--- src/rtl/mux_n_pipe.sv ---
// N-input registered multiplexer: explicit select or round-robin arbitration into a one-entry output stage.
// Latency: one cycle from input transfer to out_valid; sustains one word per cycle while out_ready is high.
// Backpressure: a stalled output holds its word and every in_ready stays low until the entry can be reloaded.
module mux_n_pipe #(
    parameter int WIDTH = 32,
    parameter int N     = 4,
    parameter int SELW  = $clog2(N)
) (
    input  logic                 clk,
    input  logic                 rst_n,
    input  logic                 mode,
    input  logic [SELW-1:0]      sel,
    input  logic [N*WIDTH-1:0]   in_data,
    input  logic [N-1:0]         in_valid,
    output logic [N-1:0]         in_ready,
    output logic [WIDTH-1:0]     out_data,
    output logic                 out_valid,
    input  logic                 out_ready,
    output logic [SELW-1:0]      out_src
);

    localparam logic [SELW:0]   N_EXT = (SELW+1)'(N);
    localparam logic [SELW-1:0] LAST  = SELW'(N - 1);

    logic [SELW-1:0]  ptr;
    logic             load_en;
    logic             sel_in_range;
    logic             rr_vld;
    logic [SELW-1:0]  rr_idx;
    logic             grant_vld;
    logic [SELW-1:0]  grant_idx;
    logic [WIDTH-1:0] grant_dat;

    assign load_en      = !out_valid || out_ready;
    assign sel_in_range = {1'b0, sel} < N_EXT;

    // Scan starts one past the last winner, so the last winner is examined last.
    always_comb begin : rr_scan
        logic [SELW-1:0] scan_idx;
        rr_vld   = 1'b0;
        rr_idx   = ptr;
        scan_idx = ptr;
        for (int k = 0; k < N; k++) begin
            scan_idx = (scan_idx == LAST) ? '0 : scan_idx + 1'b1;
            if (!rr_vld && in_valid[scan_idx]) begin
                rr_vld = 1'b1;
                rr_idx = scan_idx;
            end
        end
    end

    always_comb begin
        grant_vld = 1'b0;
        grant_idx = '0;
        if (mode) begin
            grant_vld = rr_vld;
            grant_idx = rr_idx;
        end else begin
            grant_vld = sel_in_range && in_valid[sel];
            grant_idx = sel;
        end
    end

    always_comb begin
        in_ready = '0;
        for (int i = 0; i < N; i++) begin
            if (rst_n && load_en && grant_vld && (grant_idx == SELW'(i))) begin
                in_ready[i] = 1'b1;
            end
        end
    end

    always_comb begin
        grant_dat = '0;
        for (int i = 0; i < N; i++) begin
            if (grant_idx == SELW'(i)) begin
                grant_dat = in_data[i*WIDTH +: WIDTH];
            end
        end
    end

    // ptr resets to the last channel so channel 0 wins the first arbitration.
    always_ff @(posedge clk) begin
        if (!rst_n) begin
            out_valid <= 1'b0;
            out_data  <= '0;
            out_src   <= '0;
            ptr       <= LAST;
        end else if (|in_ready) begin
            out_valid <= 1'b1;
            out_data  <= grant_dat;
            out_src   <= grant_idx;
            ptr       <= grant_idx;
        end else if (out_valid && out_ready) begin
            out_valid <= 1'b0;
        end
    end

endmodule

--- config.mk ---
export PLATFORM = sky130hd
export DESIGN_NAME = mux_n_pipe
export DESIGN_NICKNAME = d
export VERILOG_FILES = /design/src/rtl/mux_n_pipe.sv
export SDC_FILE = /design/constraint.sdc
export NUM_CORES = 1
export LEC_CHECK = 0
export ABC_AREA = 0
export BUFFER_PORTS_ARGS = -buffer_cell sky130_fd_sc_hd__buf_4
export CAP_MARGIN = 20
export CORE_ASPECT_RATIO = 0.6
export CORE_MARGIN = 8
export CORE_UTILIZATION = 47
export CTS_CLUSTER_SIZE = 40
export DETAILED_ROUTE_END_ITERATION = 12
export GPL_TIMING_DRIVEN = 0
export MAX_ROUTING_LAYER = met4
export PLACE_DENSITY = 0.91
export SYNTH_ARGS = -nofsm -noshare
export SYNTH_HDL_FRONTEND = slang
export SYNTH_SLANG_ARGS = --single-unit
export TNS_END_PERCENT = 30
--- constraint.sdc ---
create_clock -name clk -period 5.6 [get_ports clk]
set_input_delay 1.12 -clock clk [delete_from_list [all_inputs] [get_ports clk]]
set_output_delay 1.12 -clock clk [all_outputs]
set_load 0.02 [all_outputs]
======== Yosys cells after proc, flatten, opt, wreduce, memory -nomap -nowiden ========
Index checks and enable logic that the tools add are counted.
storage, ports and cells
  register bits ........................... 37
  bits of input ports ..................... 138
cells by class
  $add $sub $neg .......................... 4
  magnitude comparators ................... 5
  eq/ne operators ......................... 7
  mux-type cells .......................... 34
  reductions and logical operators ........ 18
operators with widths
  operator                                                                       count
  32-bit 2-to-1 mux                                                              4
  2-bit 2-to-1 mux                                                               9
  1-bit 2-to-1 mux                                                               16
  2-bit by 3-bit less-than comparator with 1-bit output (second input constant)  5
  2-bit equality test (second input constant)                                    6
  1-bit binary-select mux with 2-bit select                                      5
  1-bit logical AND                                                              10
  2-bit by 1-bit adder with 2-bit output (second input constant)                 4
  1-bit zero test                                                                4
  4-bit OR reduction                                                             1
  2-bit by 1-bit equality test with 1-bit output (second input constant)         1
  2-bit zero test                                                                1
  2-bit nonzero test                                                             1
  1-bit logical OR                                                               1

======== Longest topological paths before layout ========
Gate-level depths: netlist of the first run.
  word-level depth ........................ 20
  depth in mapped cells ................... 10

======== Worst setup path after synthesis of the first run ========
Ideal clock, no wire load.
  kind .................................... input port to output port
  start ................................... input in_valid[1]
  end ..................................... output in_ready[1]
  data arrival time ....................... 3.208 ns
  required time ........................... 4.480 ns
  slack ................................... 1.272 ns
  stages .................................. 9
  cell sequence ........................... buf_4 -> inv_1 -> or4b_1 -> and4b_1 -> o311ai_2 -> buf_4 -> buf_2 -> nand2_1 -> nor3_1
on the way
  longest elaborated chain between the ends .. 16
  elaborated cells on any way between the ends .. 30
  classes of those cells .................. eq/ne (1); mux (21); reduce/logical (8)
RTL lines
  what                                                                                 RTL line  source
  from (decl)                                                                          14        input logic [N-1:0] in_valid,
  1-bit binary-select mux with 2-bit select                                            45        if (!rr_vld && in_valid[scan_idx]) begin
  1-bit 2-to-1 mux (not written as such)                                               45
  1-bit 2-to-1 mux                                                                     45
  1-bit zero test                                                                      45
  1-bit logical AND                                                                    45
  1-bit 2-to-1 mux                                                                     45
  1-bit zero test                                                                      45
  1-bit logical AND                                                                    45
  1-bit 2-to-1 mux                                                                     45
  1-bit zero test                                                                      45
  1-bit logical AND                                                                    45
  2-bit 2-to-1 mux or 1-bit 2-to-1 mux (tied branches)                                 45
  2-bit 2-to-1 mux or 1-bit 2-to-1 mux (tied branches)                                 55        if (mode) begin
  2-bit by 1-bit equality test with 1-bit output or 1-bit logical AND (tied branches)  67        if (rst_n && load_en && grant_vld && (grant_idx == SELW'(i))) begin
  1-bit logical AND *                                                                  67
  1-bit 2-to-1 mux *                                                                   67
  to (decl)                                                                            15        output logic [N-1:0] in_ready,
Every way passes the cells marked *; elsewhere a longest branch is shown, timed or not. The select of a mux whose other input is x is not followed.

======== Worst setup path in the final report of the first run ========
  start ................................... input in_valid[0]
  end ..................................... output in_ready[1]
Same word-level chain as after synthesis.

==> results.yml, run 1 <==
outcome:
  status: "finished, final reports clean"
clocking:
  clock_path_buffers: 2
  h-tree-depth: 2
  cts.sinks: 37
  clk_latency_ps: 290
  cts-root-buf: "clkbuf_8"
  ctsHoldBuffers: 0
  post_cts_resized: 0
  postCtsSetupBuffers: 0
  numCtsBuffers: 5
  path_clk_slew_ps: 70
  cts_tree: "yes"
global_route:
  antenna_found_initial: 0
  top_usage_layer: "met2"
  grt_use_total: 0.276
  grt_use_met2: 0.412
  grt_pass1_wl_um: 19400
  met1_usage: 0.346
  groute.layer.met3.usage: 0.0767
  grt_max_degree: 11
  grt_pass1_vias: 3956
  grt.overflow.total: 0
pwr:
  power_leakage_nw: 2.02
  ir_worst_vdd_mv: 0.122
  cellPowerDensity_nw_per_um2: 237
  total_power_mw: 1.03
timing:
  max_freq_mhz: 218
  relSlewSlack: 0.295
  finalCritPeriodShare: 0.820
  fin_setup_tns_ps: 0
  hold_viol: 0
  tightest_slew_ps: 1050
  finClkSkew_ps: 5.31
  final_max_slew_viol_count: 0
  fin_crit_ps: 4590
  rsz0062_at_grt: "no"
  finalSetupViolations: 0
synthesis:
  synth_mux_area_frac: 0.0969
  ys_ff_latch: 37
  yosys_warnings: 0
  synth_xor_area_frac: 0
  yosys.area_share.simple: 0.191
  async_flop_share: 0
  ys.flop_type: "dfxtp_1"
  synth_top_family_by_area: "compound AO/OA/AOI/OAI gates"
  syn_nets: 493
  synth-compound-area-share: 0.356
  synth_fa_ha_area_frac: 0.00435
  synth_edf_count: 0
  syn_avg_cell_area_sq_um: 8.13
  ys_seq_area_frac: 0.257
  synth.distinct_cells: 40
  syn-instance-count: 354
  synth_area_sq_um: 2880
placed_design:
  io_buffer_count: 172
  hpwl_um: 9850
  place_congestion: 0.993
  place_area_sq_um: 4280
die:
  die_h_um: 76.6
  core_area_sq_um: 6030
  dieWidth_um: 117
  num_rows: 22
  ioPinCount: 177
  die_area_sq_um: 8970
  start_util: 0.478
drt:
  drc: 0
  drt-total-wl_um: 12400
  drtAntennaViolNets: 0
  vias: 3832
  drtIter0Drc: 354
  wire_per_inst_um: 20.0
  routed_via_density: 6.21
  dr.pass1.iters: 5
setup_path:
  reg2reg_setup_slack_ps: 2220
  critPathMaxFanout: 10
  worstPathRequired_ps: 4480
  crit_arrival_ps: 3470
  critPathKind: "in -> out"
  endpoint_kind: "primary output"
  crit_path_start_kind: "primary input"
finish:
  area_growth_syn_to_layout_pct: 51.5
  stdcell_area_sq_um: 4360
  layout-drive-gt1-share: 0.413
  fillCellCount: 497
  n_antenna_cell: 0
  layout.nets: 672
flow_run:
  drv_cap: 0
hold_path:
  hold_class: "reg -> reg"
[worst max-delay path: stages]
cell and delay, ps:
buf_4 120, buf_2 170, mux4_2 480, o2111ai_1 520
buf_2 330, buf_1 430, nor3_1 110, buf_4 180
[path summary, 6_finish.rpt]
check | start | endpoint | cells past startpoint
worst max-delay path | in_valid[0] | in_ready[1] | 8
worst min-delay path | out_data[13]$_SDFFE_PN0P_ | out_data[13]$_SDFFE_PN0P_ | 2
worst max register to register | ptr[1]$_SDFFE_PN1P_ | out_data[13]$_SDFFE_PN0P_ | 8
worst min register to register | out_data[13]$_SDFFE_PN0P_ | out_data[13]$_SDFFE_PN0P_ | 2
[cell type report]
type	count	area [sq um]	share of cell area
multi-input combinational	254	1870	0.428
timing repair buffer	172	1290	0.296
sequential	37	741	0.170
buffer	48	215	0.0493
tap	84	105	0.0241
clock buffer	7	86.3	0.0198
inverter	15	56.3	0.0129
[where the power goes]
part | internal [mW] | leakage, nW | switching, mW | total (mW)
Combinational | 0.238 | 1.67 | 0.272 | 0.510
Clock | 0.0977 | 0.0443 | 0.0924 | 0.190
Sequential | 0.309 | 0.307 | 0.0238 | 0.332
Total | 0.644 | 2.02 | 0.389 | 1.03
[cell usage after synthesis, drive strengths merged, types with 2 or more instances]
master | number | share of area
dfxtp | 37 | 0.26
nand3 | 37 | 0.064
o21ai | 33 | 0.057
a221oi | 32 | 0.097
and3 | 32 | 0.070
clkbuf | 30 | 0.039
mux2 | 21 | 0.082
a311o | 19 | 0.066
buf | 18 | 0.036
inv | 15 | 0.020
o2111a | 14 | 0.055
o31ai | 14 | 0.037
nand2 | 11 | 0.014
nor2 | 7 | 0.0091
nand2b | 5 | 0.011
a21oi | 3 | 0.0052
a211oi | 2 | 0.0052
a21boi | 2 | 0.0052
mux2i | 2 | 0.0070
nor3 | 2 | 0.0035
o22ai | 2 | 0.0043
or2 | 2 | 0.0043
[cells in the final DEF (no fill, tap or decap), types with 2 or more instances in the layout]
| cell type | synthesis | routed |
|---|---|---|
| buf_4 | 3 | 175 |
| nand3_1 | 37 | 37 |
| dfxtp_1 | 37 | 37 |
| o21ai_0 | 33 | 33 |
| a221oi_1 | 32 | 32 |
| and3_1 | 32 | 32 |
| clkbuf_1 | 30 | 31 |
| mux2_2 | 21 | 21 |
| a311o_1 | 19 | 19 |
| inv_1 | 15 | 15 |
| o2111a_1 | 14 | 14 |
| o31ai_1 | 14 | 14 |
| buf_2 | 13 | 13 |
| nand2_1 | 11 | 11 |
| nor2_1 | 7 | 7 |
| clkbuf_8 | 0 | 6 |
| nand2b_1 | 5 | 5 |
| a21oi_1 | 3 | 3 |
| mux2i_1 | 2 | 2 |
| a211oi_1 | 2 | 2 |
| o22ai_1 | 2 | 2 |
| or2_2 | 2 | 2 |
| nor3_1 | 2 | 2 |
[state kept, by name, summed over array words and instances (netlist names)]
name / count
out_data: 32
ptr: 2
out_valid: 1
out_src: 2
[cell families after synthesis]
logic type,after synthesis
and+or+nand+nor,101
muxes,24
buffers and inverters,63
AOI/OAI and AO/OA,128
adders and majority gates,1
DFF,37
[stage by stage]
step	cells	util	hold slack (ps)	worst slack, ps
after floorplan	354	-	468	1270
after global placement	610	0.709	453	1100
after detailed placement	610	0.709	463	1040
after CTS	617	0.724	474	1040
after global routing	617	0.724	498	866
final	617	0.724	471	1010
[routing by layer]
| metal | vias up | routed length (um) |
|---|---|---|
| met5 | - | 0 |
| met4 | 0 | 299 |
| met3 | 36 | 1300 |
| met2 | 237 | 5610 |
| met1 | 1800 | 5160 |
| li1 | 1759 | - |
(Power assumes the default switching activity.)
==> inputs of run 2 (changes only) <==
ABC_AREA = 1   (was 0)
CORE_UTILIZATION = 39   (was 47)
PLACE_DENSITY = 0.82   (was 0.91)
clock period = 4 ns   (was 5.6 ns; I/O delays follow)
==> run 2 against run 1 <==
- utilization decreased by 8.3 points
- sequential share of layout area grew 0.26 points
- sequential power up 43%
- cell area is 1.5% lower
- setup slack got worse by 740 ps
- critical path type is now reg -> out
- largest cell class unchanged
==> results.yml, run 2 <==
clocking:
  postCtsSetupBuffers: 0
  numCtsBuffers: 5
  clk_latency_ps: 270
  cts-root-buf: "clkbuf_16"
  post_cts_resized: 0
  clock_path_buffers: 2
  h-tree-depth: 2
  ctsHoldBuffers: 0
  cts_tree: "yes"
  cts.sinks: 37
  path_clk_slew_ps: 60
synthesis:
  ys.flop_type: "dfxtp_1"
  yosysMostFrequentCell: "nand2_1"
  synthTopCellsByArea: "dfxtp_1, nand2_1, nand3_1, nand4_1, nand3b_1"
  yosys-top-cells-count: "nand2_1, nand3_1, dfxtp_1, nand4_1, a21oi_1"
  syn-instance-count: 449
  syn_avg_cell_area_sq_um: 6.04
  syn_nets: 588
  async_flop_share: 0
  synth.top_cell.area_share: 0.273
  synth_edf_count: 0
  ys_ff_latch: 37
  synth.distinct_cells: 27
  yosysTopAreaCell: "dfxtp_1"
  yosys_warnings: 0
  synth_area_sq_um: 2710
  ys_seq_area_frac: 0.273
die:
  core_area_sq_um: 6710
  die_area_sq_um: 9970
  dieWidth_um: 124
  ioPinCount: 177
  num_rows: 23
  die_h_um: 80.6
  start_util: 0.405
placed_design:
  io_buffer_count: 176
  place_congestion: 0.896
  dp_cells: 712
  hpwl_um: 10100
drt:
  wire_per_inst_um: 17.0
  drtIter0Drc: 289
  drc: 0
  vias: 3866
  drtAntennaViolNets: 0
  dr.pass1.iters: 5
  drt-total-wl_um: 12200
  routed_via_density: 5.37
timing:
  finClkSkew_ps: 6.07
  rsz0062_at_grt: "no"
  fin_crit_ps: 3740
  finalSetupViolations: 0
  final_max_slew_viol_count: 0
  max_freq_mhz: 268
  fin_setup_tns_ps: 0
  tightest_slew_ps: 604
  hold_viol: 0
  relSlewSlack: 0.598
  finalCritPeriodShare: 0.934
finish:
  largest_register_ffs: 32
  final_cell_mix: "buf_4, nand2_1, nand3_1, dfxtp_1, nand4_1"
  layout-drive-gt1-share: 0.346
  layout_commonest_cell: "buf_4"
  final_cells: 720
  area_growth_syn_to_layout_pct: 58.4
  largest-register: "out_data"
  top_regs: "out_data (32), out_src (2), ptr (2)"
  layout.nets: 772
  fillCellCount: 629
  n_antenna_cell: 0
outcome:
  status: "finished, final reports clean"
global_route:
  grt.overflow.total: 0
  grt_use_total: 0.240
  grt_pass1_wl_um: 18500
  antenna_found_initial: 0
  grt_max_degree: 11
  grt_pass1_vias: 3840
flow_run:
  drv_cap: 0
setup_path:
  critPathMaxFanout: 10
  worstPathRequired_ps: 3200
  critPathKind: "reg -> out"
  endpoint_kind: "primary output"
  crit_path_start_kind: "flop"
  crit_arrival_ps: 2940
pwr:
  ir_worst_vdd_mv: 0.233
  power_leakage_nw: 2.19
  cellPowerDensity_nw_per_um2: 410
hold_path:
  hold_class: "reg -> reg"
-- run 2: metal layers --
layer | vias to the layer above | GRT usage | routed length [um]
li1 | 1873 | - | -
met1 | 1764 | 0.302 | 5120
met2 | 217 | 0.365 | 5460
met3 | 12 | 0.0749 | 1520
met4 | 0 | 0.0597 | 140
met5 | - | - | 0
-- run 2: cell type report --
| cell class | count | area, sq um | share of cell area |
|---|---|---|---|
| clock buffers | 7 | 143 | 0.0332 |
| repair buffers | 178 | 1340 | 0.311 |
| inverters | 29 | 109 | 0.0253 |
| multi-input cells | 353 | 1700 | 0.396 |
| flip-flops and latches | 37 | 741 | 0.172 |
| plain buffers | 29 | 158 | 0.0367 |
| well taps | 87 | 109 | 0.0253 |
-- run 2: cells by family after synthesis --
kind of cell             count (synthesis)  share of synthesized area
AO/OA/AOI/OAI                           36                     0.0807
buffers and inverters                   59                     0.0996
AND/OR/NAND/NOR                        316                      0.542
flip-flops                              37                      0.273
adder cells (fa/ha/maj)                  1                    0.00461
-- run 2: worst paths after layout --
path | from | to | slack, ps | depth (start not counted)
worst max-delay path | ptr[0]$_SDFFE_PN1P_ | in_ready[1] | 260 | 15
worst max register to register | ptr[0]$_SDFFE_PN1P_ | out_data[13]$_SDFFE_PN0P_ | 1030 | 16
worst min-delay path | out_data[8]$_SDFFE_PN0P_ | out_data[8]$_SDFFE_PN0P_ | 460 | 2
worst min register to register | out_data[8]$_SDFFE_PN0P_ | out_data[8]$_SDFFE_PN0P_ | 460 | 2
-- run 2: metrics by stage --
stage	worst slack, ps	cell area, sq um	power, mW	hold slack [ps]	util
after floorplan	823	2710	1.00	470	-
final	263	4300	1.76	464	0.641
after global routing	61.5	4300	1.88	487	0.641
after detailed placement	430	4140	1.38	456	0.618
after global placement	527	4140	1.35	451	0.618
after CTS	141	4290	1.76	465	0.639
-- run 2: power breakdown --
group | total [mW] | switching (mW) | internal, mW | leakage, nW
sequential | 0.476 | 0.0400 | 0.436 | 0.305
clock | 0.383 | 0.139 | 0.244 | 0.0700
combinational | 0.903 | 0.543 | 0.360 | 1.82
-- run 2: worst max-delay path, cell delays in order, from the launching register on --
cell	delay, ps
dfxtp_1	460
ha_1	360
inv_1	170
nand2_1	120
nand3_1	130
nand2_1	120
nor2_2	140
nand2_1	60
nand3_1	120
nand2_4	100
nand2_4	130
buf_6	160
buf_6	160
nand2_1	100
nor2_1	150
buf_4	170
